**config.mk**
```make
export PLATFORM = sky130hd
export DESIGN_NAME = scan_sequencer_flat
export DESIGN_NICKNAME = d
export VERILOG_FILES = /design/src/rtl/scan_sequencer_pkg.sv /design/src/rtl/scan_sequencer_if.sv /design/src/rtl/scan_sequencer_fifo.sv /design/src/rtl/scan_sequencer.sv /design/src/flat_wrapper.sv
export SDC_FILE = /design/constraint.sdc
export NUM_CORES = 1
export LEC_CHECK = 0
export CORE_MARGIN = 2
export CORE_UTILIZATION = 45
export CTS_CLUSTER_SIZE = 8
export DETAILED_ROUTE_END_ITERATION = 16
export DONT_BUFFER_PORTS = 1
export PLACE_DENSITY = 0.59
export SYNTH_ARGS = -nofsm -noshare
export SYNTH_HDL_FRONTEND = slang
export SYNTH_SLANG_ARGS = --single-unit
```
**constraint.sdc**
```tcl
create_clock -name clk -period 2.8 [get_ports clk]
set_input_delay 0.28 -clock clk [delete_from_list [all_inputs] [get_ports clk]]
set_output_delay 0.28 -clock clk [all_outputs]
set_load 0.02 [all_outputs]
```
**src/rtl/scan_sequencer_pkg.sv**
```systemverilog
// scan_pkg: shared state encoding, FIFO entry layout and read-latency limits for scan_sequencer.
package scan_pkg;
    localparam logic [3:0] S_IDLE  = 4'b0001;
    localparam logic [3:0] S_RUN   = 4'b0010;
    localparam logic [3:0] S_DRAIN = 4'b0100;
    localparam logic [3:0] S_DONE  = 4'b1000;
    localparam int BIT_W = 1;
    localparam int LAST_W = 1;
    localparam int READ_LAT_MIN = 1;
    localparam int READ_LAT_MAX = 2;
    localparam int OCC_W = 3;
    function automatic int entry_w(input int addr_w);
        return BIT_W + addr_w + LAST_W;
    endfunction
endpackage

```
**src/rtl/scan_sequencer_if.sv**
```systemverilog
// scan_sequencer_if: bit stream from the sequencer to the detector, each beat tagged with address and last.
interface scan_sequencer_if #(parameter int ADDR_W = 12);
    logic data;
    logic [ADDR_W-1:0] addr;
    logic last;
    logic valid;
    logic ready;
    modport master (output data, addr, last, valid, input ready);
    modport slave (input data, addr, last, valid, output ready);
endinterface

```
**src/rtl/scan_sequencer_fifo.sv**
```systemverilog
// scan_fifo: small synchronous FIFO with occupancy count and flush; the caller guarantees no overflow.
module scan_fifo #(
    parameter int W = 14,
    parameter int D = 2,
    parameter int CW = $clog2(D + 1)
) (
    input  logic         clk,
    input  logic         rst,
    input  logic         flush_i,
    input  logic         wr_i,
    input  logic [W-1:0] wdata_i,
    input  logic         rd_i,
    output logic [W-1:0] rdata_o,
    output logic [CW-1:0] count_o
);
    localparam int PW = $clog2(D);
    logic [W-1:0] mem_q [D];
    logic [PW-1:0] wp_q, rp_q;
    logic [CW-1:0] cnt_q;
    function automatic logic [PW-1:0] nxt(input logic [PW-1:0] p);
        return p == PW'(D - 1) ? '0 : p + 1'b1;
    endfunction
    always_ff @(posedge clk) begin
        if (!rst || flush_i) begin
            wp_q <= '0;
            rp_q <= '0;
            cnt_q <= '0;
        end else begin
            if (wr_i) wp_q <= nxt(wp_q);
            if (rd_i) rp_q <= nxt(rp_q);
            cnt_q <= cnt_q + CW'(wr_i) - CW'(rd_i);
        end
    end
    always_ff @(posedge clk) begin
        if (wr_i) mem_q[wp_q] <= wdata_i;
    end
    assign rdata_o = mem_q[rp_q];
    assign count_o = cnt_q;
endmodule

```
**src/rtl/scan_sequencer.sv**
```systemverilog
// scan_sequencer: walks a ROM window, hides read latency with credit-limited reads, streams one bit per cycle.
module scan_sequencer import scan_pkg::*; #(
    parameter int ADDR_W = 12,
    parameter int DEPTH = 4096,
    parameter int READ_LAT = 1
) (
    input  logic              clk,
    input  logic              rst,
    input  logic              start_i,
    input  logic              abort_i,
    input  logic [ADDR_W-1:0] base_i,
    input  logic [ADDR_W:0]   len_i,
    output logic              mem_en_o,
    output logic [ADDR_W-1:0] mem_addr_o,
    input  logic              mem_data_i,
    scan_sequencer_if.master  bit_if,
    output logic              busy_o,
    output logic              done_o,
    output logic              err_o
);
    localparam int LAT = READ_LAT < READ_LAT_MIN ? READ_LAT_MIN :
                         (READ_LAT > READ_LAT_MAX ? READ_LAT_MAX : READ_LAT);
    localparam int FD = LAT + 1;
    localparam int EW = entry_w(ADDR_W);
    localparam int CW = $clog2(FD + 1);
    localparam logic [ADDR_W:0] DEPTH_V = (ADDR_W + 1)'(DEPTH);
    logic [3:0] state_q, state_d;
    logic [ADDR_W-1:0] base_q, base_d;
    logic [ADDR_W:0] len_q, len_d, off_q, off_d;
    logic err_q, err_d;
    logic [LAT-1:0] vld_q, kill_q, last_q;
    logic [ADDR_W-1:0] addr_q [LAT];
    logic [CW-1:0] fifo_cnt;
    logic [EW-1:0] fifo_rdata, head;
    logic [OCC_W-1:0] occ;
    logic [ADDR_W:0] raw_addr;
    logic [ADDR_W-1:0] raddr;
    logic active, abort, issue, arr, empty, valid, hs, fifo_wr, fifo_rd;
    assign active = state_q == S_RUN || state_q == S_DRAIN;
    assign abort = abort_i && active;
    // occupancy = buffered beats plus every read still in the ROM pipeline (killed ones included)
    always_comb begin
        occ = OCC_W'(fifo_cnt);
        for (int i = 0; i < LAT; i++) occ = occ + OCC_W'(vld_q[i]);
    end
    assign issue = state_q == S_RUN && !abort_i && occ < OCC_W'(FD);
    assign raw_addr = {1'b0, base_q} + off_q;
    assign raddr = raw_addr >= DEPTH_V ? ADDR_W'(raw_addr - DEPTH_V) : raw_addr[ADDR_W-1:0];
    assign mem_en_o = issue;
    assign mem_addr_o = issue ? raddr : '0;
    assign arr = vld_q[LAT-1] && !kill_q[LAT-1];
    assign empty = fifo_cnt == '0;
    // an arriving read bypasses the empty FIFO so the first beat lands READ_LAT cycles after its read
    assign head = empty ? {mem_data_i, addr_q[LAT-1], last_q[LAT-1]} : fifo_rdata;
    assign valid = !empty || arr;
    assign hs = valid && bit_if.ready;
    assign fifo_wr = arr && !abort && !(empty && bit_if.ready);
    assign fifo_rd = hs && !empty;
    assign bit_if.valid = valid;
    assign {bit_if.data, bit_if.addr, bit_if.last} = valid ? head : '0;
    assign busy_o = active;
    assign done_o = state_q == S_DONE;
    assign err_o = err_q;
    scan_fifo #(.W(EW), .D(FD)) u_fifo (
        .clk(clk),
        .rst(rst),
        .flush_i(abort),
        .wr_i(fifo_wr),
        .wdata_i({mem_data_i, addr_q[LAT-1], last_q[LAT-1]}),
        .rd_i(fifo_rd),
        .rdata_o(fifo_rdata),
        .count_o(fifo_cnt)
    );
    always_comb begin
        state_d = state_q;
        base_d = base_q;
        len_d = len_q;
        off_d = off_q;
        err_d = 1'b0;
        if (abort) state_d = S_IDLE;
        else if (state_q == S_IDLE && start_i && !abort_i) begin
            if (len_i != '0 && len_i <= DEPTH_V) begin
                state_d = S_RUN;
                base_d = base_i;
                len_d = len_i;
                off_d = '0;
            end else err_d = 1'b1;
        end else if (issue) begin
            off_d = off_q + 1'b1;
            if (off_d == len_q) state_d = S_DRAIN;
        end else if (state_q == S_DRAIN && occ == OCC_W'(hs)) state_d = S_DONE;
        else if (state_q == S_DONE) state_d = S_IDLE;
    end
    always_ff @(posedge clk) begin
        if (!rst) begin
            state_q <= S_IDLE;
            err_q <= 1'b0;
            vld_q <= '0;
            kill_q <= '0;
        end else begin
            state_q <= state_d;
            err_q <= err_d;
            for (int i = LAT - 1; i > 0; i--) begin
                vld_q[i] <= vld_q[i-1];
                kill_q[i] <= kill_q[i-1] || abort;
            end
            vld_q[0] <= issue;
            kill_q[0] <= 1'b0;
        end
    end
    always_ff @(posedge clk) begin
        base_q <= base_d;
        len_q <= len_d;
        off_q <= off_d;
        for (int i = LAT - 1; i > 0; i--) begin
            addr_q[i] <= addr_q[i-1];
            last_q[i] <= last_q[i-1];
        end
        addr_q[0] <= raddr;
        last_q[0] <= (off_q + 1'b1) == len_q;
    end
endmodule

```
**src/flat_wrapper.sv**
```systemverilog
// flat-port wrapper written by rule: the top's interface ports become plain ports
module scan_sequencer_flat import scan_pkg::*;
#(
    parameter int ADDR_W = 12,
    parameter int DEPTH = 4096,
    parameter int READ_LAT = 1
)
  (clk, rst, start_i, abort_i, base_i, len_i, mem_en_o, mem_addr_o, mem_data_i, busy_o, done_o, err_o, bit_if_data, bit_if_addr, bit_if_last, bit_if_valid, bit_if_ready);
  scan_sequencer_if #(.ADDR_W(ADDR_W)) bit_if_i ();
  input  logic clk;
  input  logic rst;
  input  logic start_i;
  input  logic abort_i;
  input  logic [ADDR_W-1:0] base_i;
  input  logic [ADDR_W:0] len_i;
  output logic mem_en_o;
  output logic [ADDR_W-1:0] mem_addr_o;
  input  logic mem_data_i;
  output logic busy_o;
  output logic done_o;
  output logic err_o;
  output wire logic [$bits(bit_if_i.data)-1:0] bit_if_data;
  output wire logic [$bits(bit_if_i.addr)-1:0] bit_if_addr;
  output wire logic [$bits(bit_if_i.last)-1:0] bit_if_last;
  output wire logic [$bits(bit_if_i.valid)-1:0] bit_if_valid;
  input wire logic [$bits(bit_if_i.ready)-1:0] bit_if_ready;
  assign bit_if_data = bit_if_i.data;
  assign bit_if_addr = bit_if_i.addr;
  assign bit_if_last = bit_if_i.last;
  assign bit_if_valid = bit_if_i.valid;
  assign bit_if_i.ready = bit_if_ready;
  scan_sequencer #(.ADDR_W(ADDR_W), .DEPTH(DEPTH), .READ_LAT(READ_LAT)) u_core (.clk(clk), .rst(rst), .start_i(start_i), .abort_i(abort_i), .base_i(base_i), .len_i(len_i), .mem_en_o(mem_en_o), .mem_addr_o(mem_addr_o), .mem_data_i(mem_data_i), .bit_if(bit_if_i), .busy_o(busy_o), .done_o(done_o), .err_o(err_o));
endmodule
```
==> out/metrics.yaml, run 1 <==
multi_input_area_mm2: 0.00194
synthFlopType: "edfxtp_1"
ios: 62
setup_ws_ns: 0.0246
async_reset_ff_share_pct: 0
crit_end: "mem_addr_o[10]"
synth_compound_area_share_pct: 9.03
synth-simple-area-share_pct: 15.9
hold_class: "in -> reg"
rsz0062_at_grt: "yes"
use_met3_pct: 2.83
cts-root-buf: "clkbuf_8"
finalWeightedCongestion: 0.833
avgRoutedWirePerCell_um: 15.8
die_h_um: 104
post_synth.cell_area_avg_um2: 11.7
synth_top_cell_by_area: "edfxtp_1"
drive_gt1_share_pct: 16.4
yosys.area_share.adder_pct: 5.22
vias: 2853
grt_use_total_pct: 16.5
synth_edf_count: 66
synth_commonest_cells: "66 x edfxtp_1, 33 x nor2_1, 25 x xnor2_1, 24 x dfxtp_1, 24 x nand3_1"
required_ns: 2.52
fp-row-count: 36
antenna_found_initial: 0
reg2reg_from: "u_core.off_q[0]"
tightest_slew_ns: 0.771
grt_start_max_net_pins: 30
diodes: 0
start_util_pct: 46.0
setup_viol: 0
crit_type: "reg -> out"
path_delay_family: "compound AO/OA/AOI/OAI gates"
drv_cap: 0
r2r_setup_slack_ns: 0.28
ys_warn_count: 0
arrival_ns: 2.50
grt_pass1_wl_mm: 14.0
busiest_layer: "met2"
grt_use_met2_pct: 27.7
ys_top_cells_by_area: "edfxtp_1 44%, dfxtp_1 11%, xnor2_1 4.9%, ha_1 4.8%, mux2i_1 3.4%"
fmax_mhz: 360
crit_chain: "ha_2 > fa_2 > a21oi_2 > o21ai_2 > a2111oi_2 > buf_4 > o31ai_2 > xor2_1 > and2_4"
postRouteWirelength_mm: 8.55
cts-htree-levels: 3
drt_pass1_iterations: 4
detail_route.iter0.violations: 108
die-area_mm2: 0.0107
grt_use_met1_pct: 21.6
p_leak_nw: 1.78
drc: 0
post-route-min-period_ns: 2.78
ir_drop_uv: 217
path_clk_slew_ns: 0.09
cellPowerDensity_mw_per_mm2: 597
cts_buffer_depth: 2
status: "complete, no violations"
clkSinkCount: 90
ys_ff_latch: 90
final.period_utilization_pct: 99.1
synth_top_family_by_area: "simple AND/OR/NAND/NOR gates"
synth.cell_area_mm2: 0.00446
clk_latency_ns: 0.35
dieWidth_um: 104
synth_cell_type_count: 55
seq_area_mm2: 0.00246
max_slew_margin_pct: 48.1
worstRegToRegCells: 10
cts_buffers: 9
finalClockSkew_ns: 0.0111
cp-startpoint: "u_core.off_q[0]"
io_buffers: 0
dp_hpwl_mm: 6.14
area_growth_pct: 13.3
vias_per_cell: 5.26
pre_cts_slack_ns: 0.0565
cp-start-kind: "flip-flop"
slew_viol_final: 0
whs_ns: 0.0191
timing.final.hold_violations: 0
synth_xor_area_share_pct: 7.66
synth.mux.area_fraction_pct: 3.37
grt_overflow: 0
cp.buffers_inverters: 1
synth_nets: 429
first_global_vias: 2855
slowest_delay_ns: 0.40
post-route-util_pct: 52.2
nNetsFinal: 453
worstPathMaxFanout: 2
r2r_end: "u_core.state_q[1]"
n_fill_cell: 863
netlist_instances: 380
design.core.area_mm2: 0.00968
yosysMostFrequentCell: "edfxtp_1"
synth_seq_area_share_pct: 55.2
crit_path_top_delay_cell: "edfxtp_1"
synth_top_area_share_pct: 44.4
path_depth: 9
endpoint_kind: "output port"
cts_tree: "built"
drtAntennaViolNets: 0
## layer usage
metal  vias up  wire length, µm
li1       1442                -
met1      1348             3950
met2        53             4200
met3        10              294
met4         0              112
met5         -                0
## kinds of logic (layout without fill, tap and decap cells)
group | Yosys count | after routing
compound gates | 60 | 60
xor+xnor | 39 | 39
fa+ha+maj | 18 | 18
buf+inv | 28 | 57
flops | 90 | 90
mux | 15 | 15
simple gates | 130 | 130
## worst min-delay path by stage
| stage | depth (start not counted) | slack, ns | endpoint | from |
|---|---|---|---|---|
| after floorplan | 0 | 0.38 | u_core.base_q[0] | base_i[0] |
| after global placement | 0 | 0.38 | u_core.base_q[5] | base_i[5] |
| after detailed placement | 0 | 0.38 | u_core.base_q[6] | base_i[6] |
| after CTS | 0 | 0.0001 | u_core.len_q[3] | len_i[3] |
| after global routing | 0 | -0.0008 | u_core.u_fifo.mem_q[0][13] | mem_data_i |
| final | 0 | 0.02 | u_core.u_fifo.mem_q[0][13] | mem_data_i |
## registers in the layout, summed over array words and instances (netlist names), named ones only
| name | count |
|---|---|
| u_core.addr_q | 12 |
| u_core.base_q | 12 |
| u_core.err_o | 1 |
| u_core.last_q | 1 |
| u_core.len_q | 13 |
| u_core.off_q | 13 |
| u_core.state_q | 4 |
| u_core.u_fifo.count_o | 2 |
| u_core.u_fifo.mem_q | 28 |
| u_core.u_fifo.rp_q | 1 |
| u_core.u_fifo.wp_q | 1 |
| u_core.vld_q | 1 |
## timing repair
action                                  in CTS  in global routing
endpoints found under the hold margin        0                  5
resized for setup                           18                 13
pin swaps                                    5                  7
hold buffers                                 0                  5
cloned                                       0                  0
endpoints found under the setup margin       4                  8
setup buffers                                3                  4
## power breakdown
| group | switching [mW] | leakage (nW) | internal (mW) | total, mW |
|---|---|---|---|---|
| combinational | 0.375 | 0.869 | 0.195 | 0.571 |
| sequential | 0.0482 | 0.804 | 1.50 | 1.55 |
| clock | 0.436 | 0.107 | 0.463 | 0.899 |
| total | 0.860 | 1.78 | 2.16 | 3.02 |
## through the flow
stage               TNS (ns)  area [µm²]  cells  power (mW)
finish                     0        5050    542        3.02
global route          -0.268        5050    542        3.17
CTS                  -0.0774        4910    533        3.03
detailed placement         0        4640    514        2.13
global placement           0        4640    514        2.11
floorplan                  0        4460    380        2.02
## worst register-to-register path, cell delays in order (launching register included)
cell and delay [ns]:
edfxtp_1 0.36, buf_4 0.11, buf_4 0.09, buf_4 0.12, ha_2 0.29, nand3_4 0.13, or4_4 0.52, o2bb2ai_1 0.16
nor4_2 0.29, nand4_1 0.18, o2bb2ai_1 0.16
## final cells by class
class	count	share of cell area, %
Sequential cell	90	48.7
Multi-Input combinational cell	262	38.3
Timing Repair Buffer	30	4.78
Tap cell	133	3.29
Clock buffer	12	3.07
Clock inverter	4	0.991
Inverter	11	0.817
## layout by cell type, fill, tap and decap left out, drive strengths merged, types with 5 or more instances in the layout
cell type and n:
nor2b 7, xnor2 25, nor3 7, and2 13
inv 12, xor2 14, buf 25, dfxtp 24
o21ai 18, ha 17, dlygate4sd3 5, nor4 6
clkbuf 12, nand3 25, a21oi 10, nor2 33
nand2 14, edfxtp 66, mux2i 15
(Power assumes the default switching activity.)
==> inputs of run 2 (changes only) <==
--- a/config.mk
+++ b/config.mk
@@ -10,7 +10,7 @@
 export CTS_CLUSTER_SIZE = 8
 export DETAILED_ROUTE_END_ITERATION = 16
 export DONT_BUFFER_PORTS = 1
-export PLACE_DENSITY = 0.59
+export PLACE_DENSITY_LB_ADDON = 0.05
 export SYNTH_ARGS = -nofsm -noshare
 export SYNTH_HDL_FRONTEND = slang
 export SYNTH_SLANG_ARGS = --single-unit
==> out/metrics.yaml, run 2 (same netlist as run 1, synthesis figures left out) <==
grt_overflow: 0
status: "finished with violations"
ios: 62
dieWidth_um: 104
grt_start_max_net_pins: 30
power.total_mw: 3.09
final.period_utilization_pct: 101
clkSinkCount: 90
top_register: "u_core.u_fifo.mem_q"
ir_drop_uv: 221
cts-root-buf: "clkbuf_8"
worstRegToRegCells: 10
swShare_pct: 28.2
postRouteWirelength_mm: 8.81
arrival_ns: 2.55
violations: "negative setup slack"
io_buffers: 0
setup_ws_ns: -0.0307
hp-start: "rst"
design.core.area_mm2: 0.00968
fp-row-count: 36
cp-start-kind: "flip-flop"
p_leak_nw: 1.86
crit_type: "reg -> out"
grt_use_total_pct: 17.2
holdPathStages: 2
reg2reg_from: "u_core.off_q[0]"
largest_register_ffs: 28
path_depth: 9
worstPathMaxFanout: 2
cts_buffer_depth: 2
grt_pass1_wl_mm: 14.6
rsz0062_at_grt: "yes"
p_int_mw: 2.22
cts-htree-levels: 3
area_growth_pct: 18.5
first_global_vias: 2986
cp.buffers_inverters: 1
setup_viol: 1
start_util_pct: 46.0
die-area_mm2: 0.0107
avgRoutedWirePerCell_um: 15.7
timing.final.hold_violations: 0
whs_ns: 0.0414
reg_top3: "u_core.u_fifo.mem_q (28), u_core.len_q (13), u_core.off_q (13)"
crit_path_top_delay_cell: "edfxtp_1"
r2r_setup_slack_ns: 0.22
fmax_mhz: 353
diodes: 0
mostFrequentLayoutCell: "edfxtp_1"
finalClockSkew_ns: 0.0101
drtAntennaViolNets: 0
cts_buffers: 9
crit_chain: "ha_2 > fa_2 > a21oi_4 > o21ai_2 > a2111oi_4 > buf_4 > o31ai_1 > xor2_1 > and2_4"
drive_gt1_share_pct: 15.3
endpoint_kind: "output port"
r2r_end: "u_core.state_q[1]"
path_delay_family: "compound AO/OA/AOI/OAI gates"
max_slew_margin_pct: 49.2
die_h_um: 104
finalWeightedCongestion: 0.808
slowest_delay_ns: 0.42
dp_hpwl_mm: 6.33
clk_latency_ns: 0.36
vias_per_cell: 5.18
antenna_found_initial: 0
layout_common_cells: "66 x edfxtp_1, 32 x nor2_1, 26 x dlygate4sd3_1"
cellPowerDensity_mw_per_mm2: 584
clock_power_share_pct: 30.5
power_frac_comb_pct: 19.4
post-route-min-period_ns: 2.83
hold_class: "in -> reg"
p_seq_share_pct: 50.2
tightest_slew_ns: 0.755
slew_viol_final: 0
drt_pass1_iterations: 5
p_sw_mw: 0.871
path_clk_slew_ns: 0.09
drv_cap: 0
detail_route.iter0.violations: 102
drc: 0
nNetsFinal: 474
hold_end: "u_core.err_o"
vias: 2918
cts_tree: "built"
required_ns: 2.52
## run 2: cell count changes in the layout (fill, tap and decap cells not counted), moves of 2 or more
cell,change
clkinvlp_4,+2
a2111oi_2,-2
clkbuf_8,-2
dlygate4sd3_1,+21
## run 2: metrics by stage
step	utilization (%)	setup slack, ns	instances	instance area, µm²	TNS [ns]
after global routing	54.6	-0.161	563	5280	-0.303
after detailed placement	48.1	0.0512	516	4660	0
after global placement	48.1	0.0904	516	4660	0
after CTS	53.0	-0.101	552	5130	-0.130
after floorplan	-	0.148	380	4460	0
final	54.6	-0.0307	563	5280	-0.0307
## run 2: layer usage
layer,share of wire (%),vias to the layer above,GRT usage [%]
li1,-,1479,-
met1,44,1381,21.7
met2,51,46,29.8
met3,3.3,12,3.34
met4,1.4,0,5.89
met5,0,-,0
## run 2: cell type report
cell class	count	area, µm²
Sequential cell	90	2460
Tap cell	133	166
Inverter	11	41.3
Timing Repair Buffer	51	452
Multi-Input combinational cell	262	1950
Clock inverter	5	78.8
Fill cell	875	4400
Clock buffer	11	131
## run 2: how the worst max path moves through the flow
stage | end | slack [ns] | from
floorplan | mem_addr_o[10] | 0.15 | u_core.off_q[0]
global placement | mem_addr_o[10] | 0.09 | u_core.off_q[0]
detailed placement | mem_addr_o[10] | 0.05 | u_core.off_q[0]
CTS | mem_addr_o[10] | -0.10 | u_core.off_q[0]
global route | mem_addr_o[10] | -0.16 | u_core.off_q[0]
finish | mem_addr_o[10] | -0.03 | u_core.off_q[0]
## run 2: power by group through the flow
stage               clock (mW)  combinational (mW)  sequential [mW]
detailed placement           0               0.557             1.58
global placement             0               0.548             1.58
finish                   0.940               0.598             1.55
floorplan                    0               0.453             1.56
global route              1.01               0.661             1.56
CTS                      0.971               0.589             1.55
## run 2: what timing repair did
action | CTS | global route
buffers inserted | 2 | 3
hold endpoints to repair | 18 | 9
hold buffers | 18 | 8
pin swaps | 7 | 7
resized for setup | 23 | 10
endpoints found under the setup margin | 4 | 8
==> inputs of run 3 (changes only) <==
--- a/config.mk
+++ b/config.mk
@@ -10,7 +10,7 @@
 export CTS_CLUSTER_SIZE = 8
 export DETAILED_ROUTE_END_ITERATION = 16
 export DONT_BUFFER_PORTS = 1
-export PLACE_DENSITY_LB_ADDON = 0.05
+export PLACE_DENSITY = 0.65
 export SYNTH_ARGS = -nofsm -noshare
 export SYNTH_HDL_FRONTEND = slang
 export SYNTH_SLANG_ARGS = --single-unit
==> out/metrics.yaml, run 3 (same netlist as run 1, synthesis figures left out) <==
fp-row-count: 36
area_growth_pct: 19.6
grt_overflow: 0
avgRoutedWirePerCell_um: 15.9
r2r_end: "u_core.state_q[1]"
p_int_mw: 2.28
timing.final.hold_violations: 0
drt_pass1_iterations: 4
cts_tree: "built"
path_clk_slew_ns: 0.08
setup_viol: 2
worstRegToRegCells: 9
swShare_pct: 28.1
cellPowerDensity_mw_per_mm2: 594
pre_cts_slack_ns: 0.0312
clock_power_share_pct: 29.6
power.total_mw: 3.17
post-route-min-period_ns: 2.86
antenna_found_initial: 0
use_met3_pct: 3.78
power_frac_comb_pct: 20.5
p_leak_nw: 1.92
final.period_utilization_pct: 102
violations: "negative setup slack"
postRouteWirelength_mm: 9.13
seq_area_mm2: 0.00246
holdPathStages: 2
cts_buffers: 9
drtAntennaViolNets: 0
cp-start-kind: "flip-flop"
post-route-util_pct: 55.1
drv_cap: 0
grt_use_met1_pct: 21.2
reg2reg_from: "u_core.off_q[0]"
rsz0062_at_grt: "yes"
hold_end: "u_core.err_o"
largest_register_ffs: 28
cts-root-buf: "clkbuf_8"
p_seq_share_pct: 50.0
hp-start: "rst"
multi_input_area_mm2: 0.00191
clkSinkCount: 90
cts_buffer_depth: 2
hold_class: "in -> reg"
die-area_mm2: 0.0107
grt_use_met2_pct: 30.0
cts-htree-levels: 3
status: "finished with violations"
ios: 62
n_fill_cell: 844
grt_start_max_net_pins: 30
dp_hpwl_mm: 6.35
required_ns: 2.52
io_buffers: 0
setup_ws_ns: -0.0608
ir_drop_uv: 320
dieWidth_um: 104
p_sw_mw: 0.889
arrival_ns: 2.58
tightest_slew_ns: 0.855
diodes: 0
busiest_layer: "met2"
drc: 0
tns_ns: -0.0899
slew_viol_final: 0
vias_per_cell: 5.30
design.core.area_mm2: 0.00968
drive_gt1_share_pct: 16.5
die_h_um: 104
top_register: "u_core.u_fifo.mem_q"
clk_latency_ns: 0.37
endpoint_kind: "output port"
r2r_setup_slack_ns: 0.11
start_util_pct: 46.0
grt_use_total_pct: 17.5
detail_route.iter0.violations: 111
layout_common_cells: "66 x edfxtp_1, 36 x buf_4, 33 x nor2_1"
finalClockSkew_ns: 0.0138
max_slew_margin_pct: 43.0
worstPathMaxFanout: 2
mostFrequentLayoutCell: "edfxtp_1"
reg_top3: "u_core.u_fifo.mem_q (28), u_core.len_q (13), u_core.off_q (13)"
crit_type: "reg -> out"
finalWeightedCongestion: 0.867
grt_pass1_wl_mm: 14.7
first_global_vias: 3009
nNetsFinal: 486
vias: 3049
fmax_mhz: 350
run 3: cell types whose count changed in the layout (fill, tap and decap cells not counted), sizes merged:
cell / delta
clkbuf: -1
buf: +12
clkinv: +2
clkinvlp: -1
run 3: cell type report:
type | instances | area share (%)
Clock buffer | 10 | 2.39
Clock inverter | 6 | 1.53
Inverter | 11 | 0.774
Multi-Input combinational cell | 262 | 35.9
Sequential cell | 90 | 46.2
Tap cell | 133 | 3.12
Timing Repair Buffer | 63 | 10.2
run 3: worst max-delay path: stages (launching register included):
cell       delay [ns]
edfxtp_1         0.45
ha_4             0.21
fa_2             0.38
a21oi_4          0.16
o21ai_2          0.08
a2111oi_2        0.30
buf_4            0.17
o31ai_1          0.08
xor2_1           0.18
and2_4           0.21
run 3: worst max path at each step:
stage,start,to,slack [ns],cells past startpoint
after floorplan,u_core.off_q[0],mem_addr_o[10],0.15,8
after global placement,u_core.off_q[0],mem_addr_o[8],0.09,9
after detailed placement,u_core.off_q[0],mem_addr_o[10],0.03,9
after CTS,u_core.off_q[0],mem_addr_o[10],-0.10,9
after global routing,u_core.off_q[0],mem_addr_o[10],-0.21,9
final,u_core.off_q[0],mem_addr_o[10],-0.06,9
run 3: power by group through the flow:
stage / Sequential [mW] / Combinational, mW / Clock, mW
after detailed placement: 1.61 / 0.599 / 0
after global routing: 1.59 / 0.710 / 1.01
after CTS: 1.58 / 0.635 / 0.955
final: 1.58 / 0.648 / 0.937
after global placement: 1.61 / 0.590 / 0
after floorplan: 1.56 / 0.453 / 0
run 3: repair_timing:
| action | 4_1_cts | 5_1_grt |
|---|---|---|
| setup endpoints to repair | 4 | 8 |
| gates resized for setup | 17 | 9 |
| pin swaps | 3 | 5 |
| hold buffers | 26 | 0 |
| endpoints found under the hold margin | 27 | 0 |
| setup buffers | 2 | 4 |
run 3: per-stage QoR:
| stage | hold slack [ns] | area, µm² | cells |
|---|---|---|---|
| after floorplan | 0.379 | 4460 | 380 |
| after CTS | 0.0101 | 5260 | 571 |
| after global placement | 0.379 | 4740 | 527 |
| after detailed placement | 0.379 | 4740 | 527 |
| final | 0.0181 | 5330 | 575 |
| after global routing | 0.0149 | 5330 | 575 |
run 3: layer usage:
layer  wire length [µm]  share of wire, %
met1               4080                45
met2               4520                50
met4                163               1.8
met5                  0                 0
met3                358               3.9
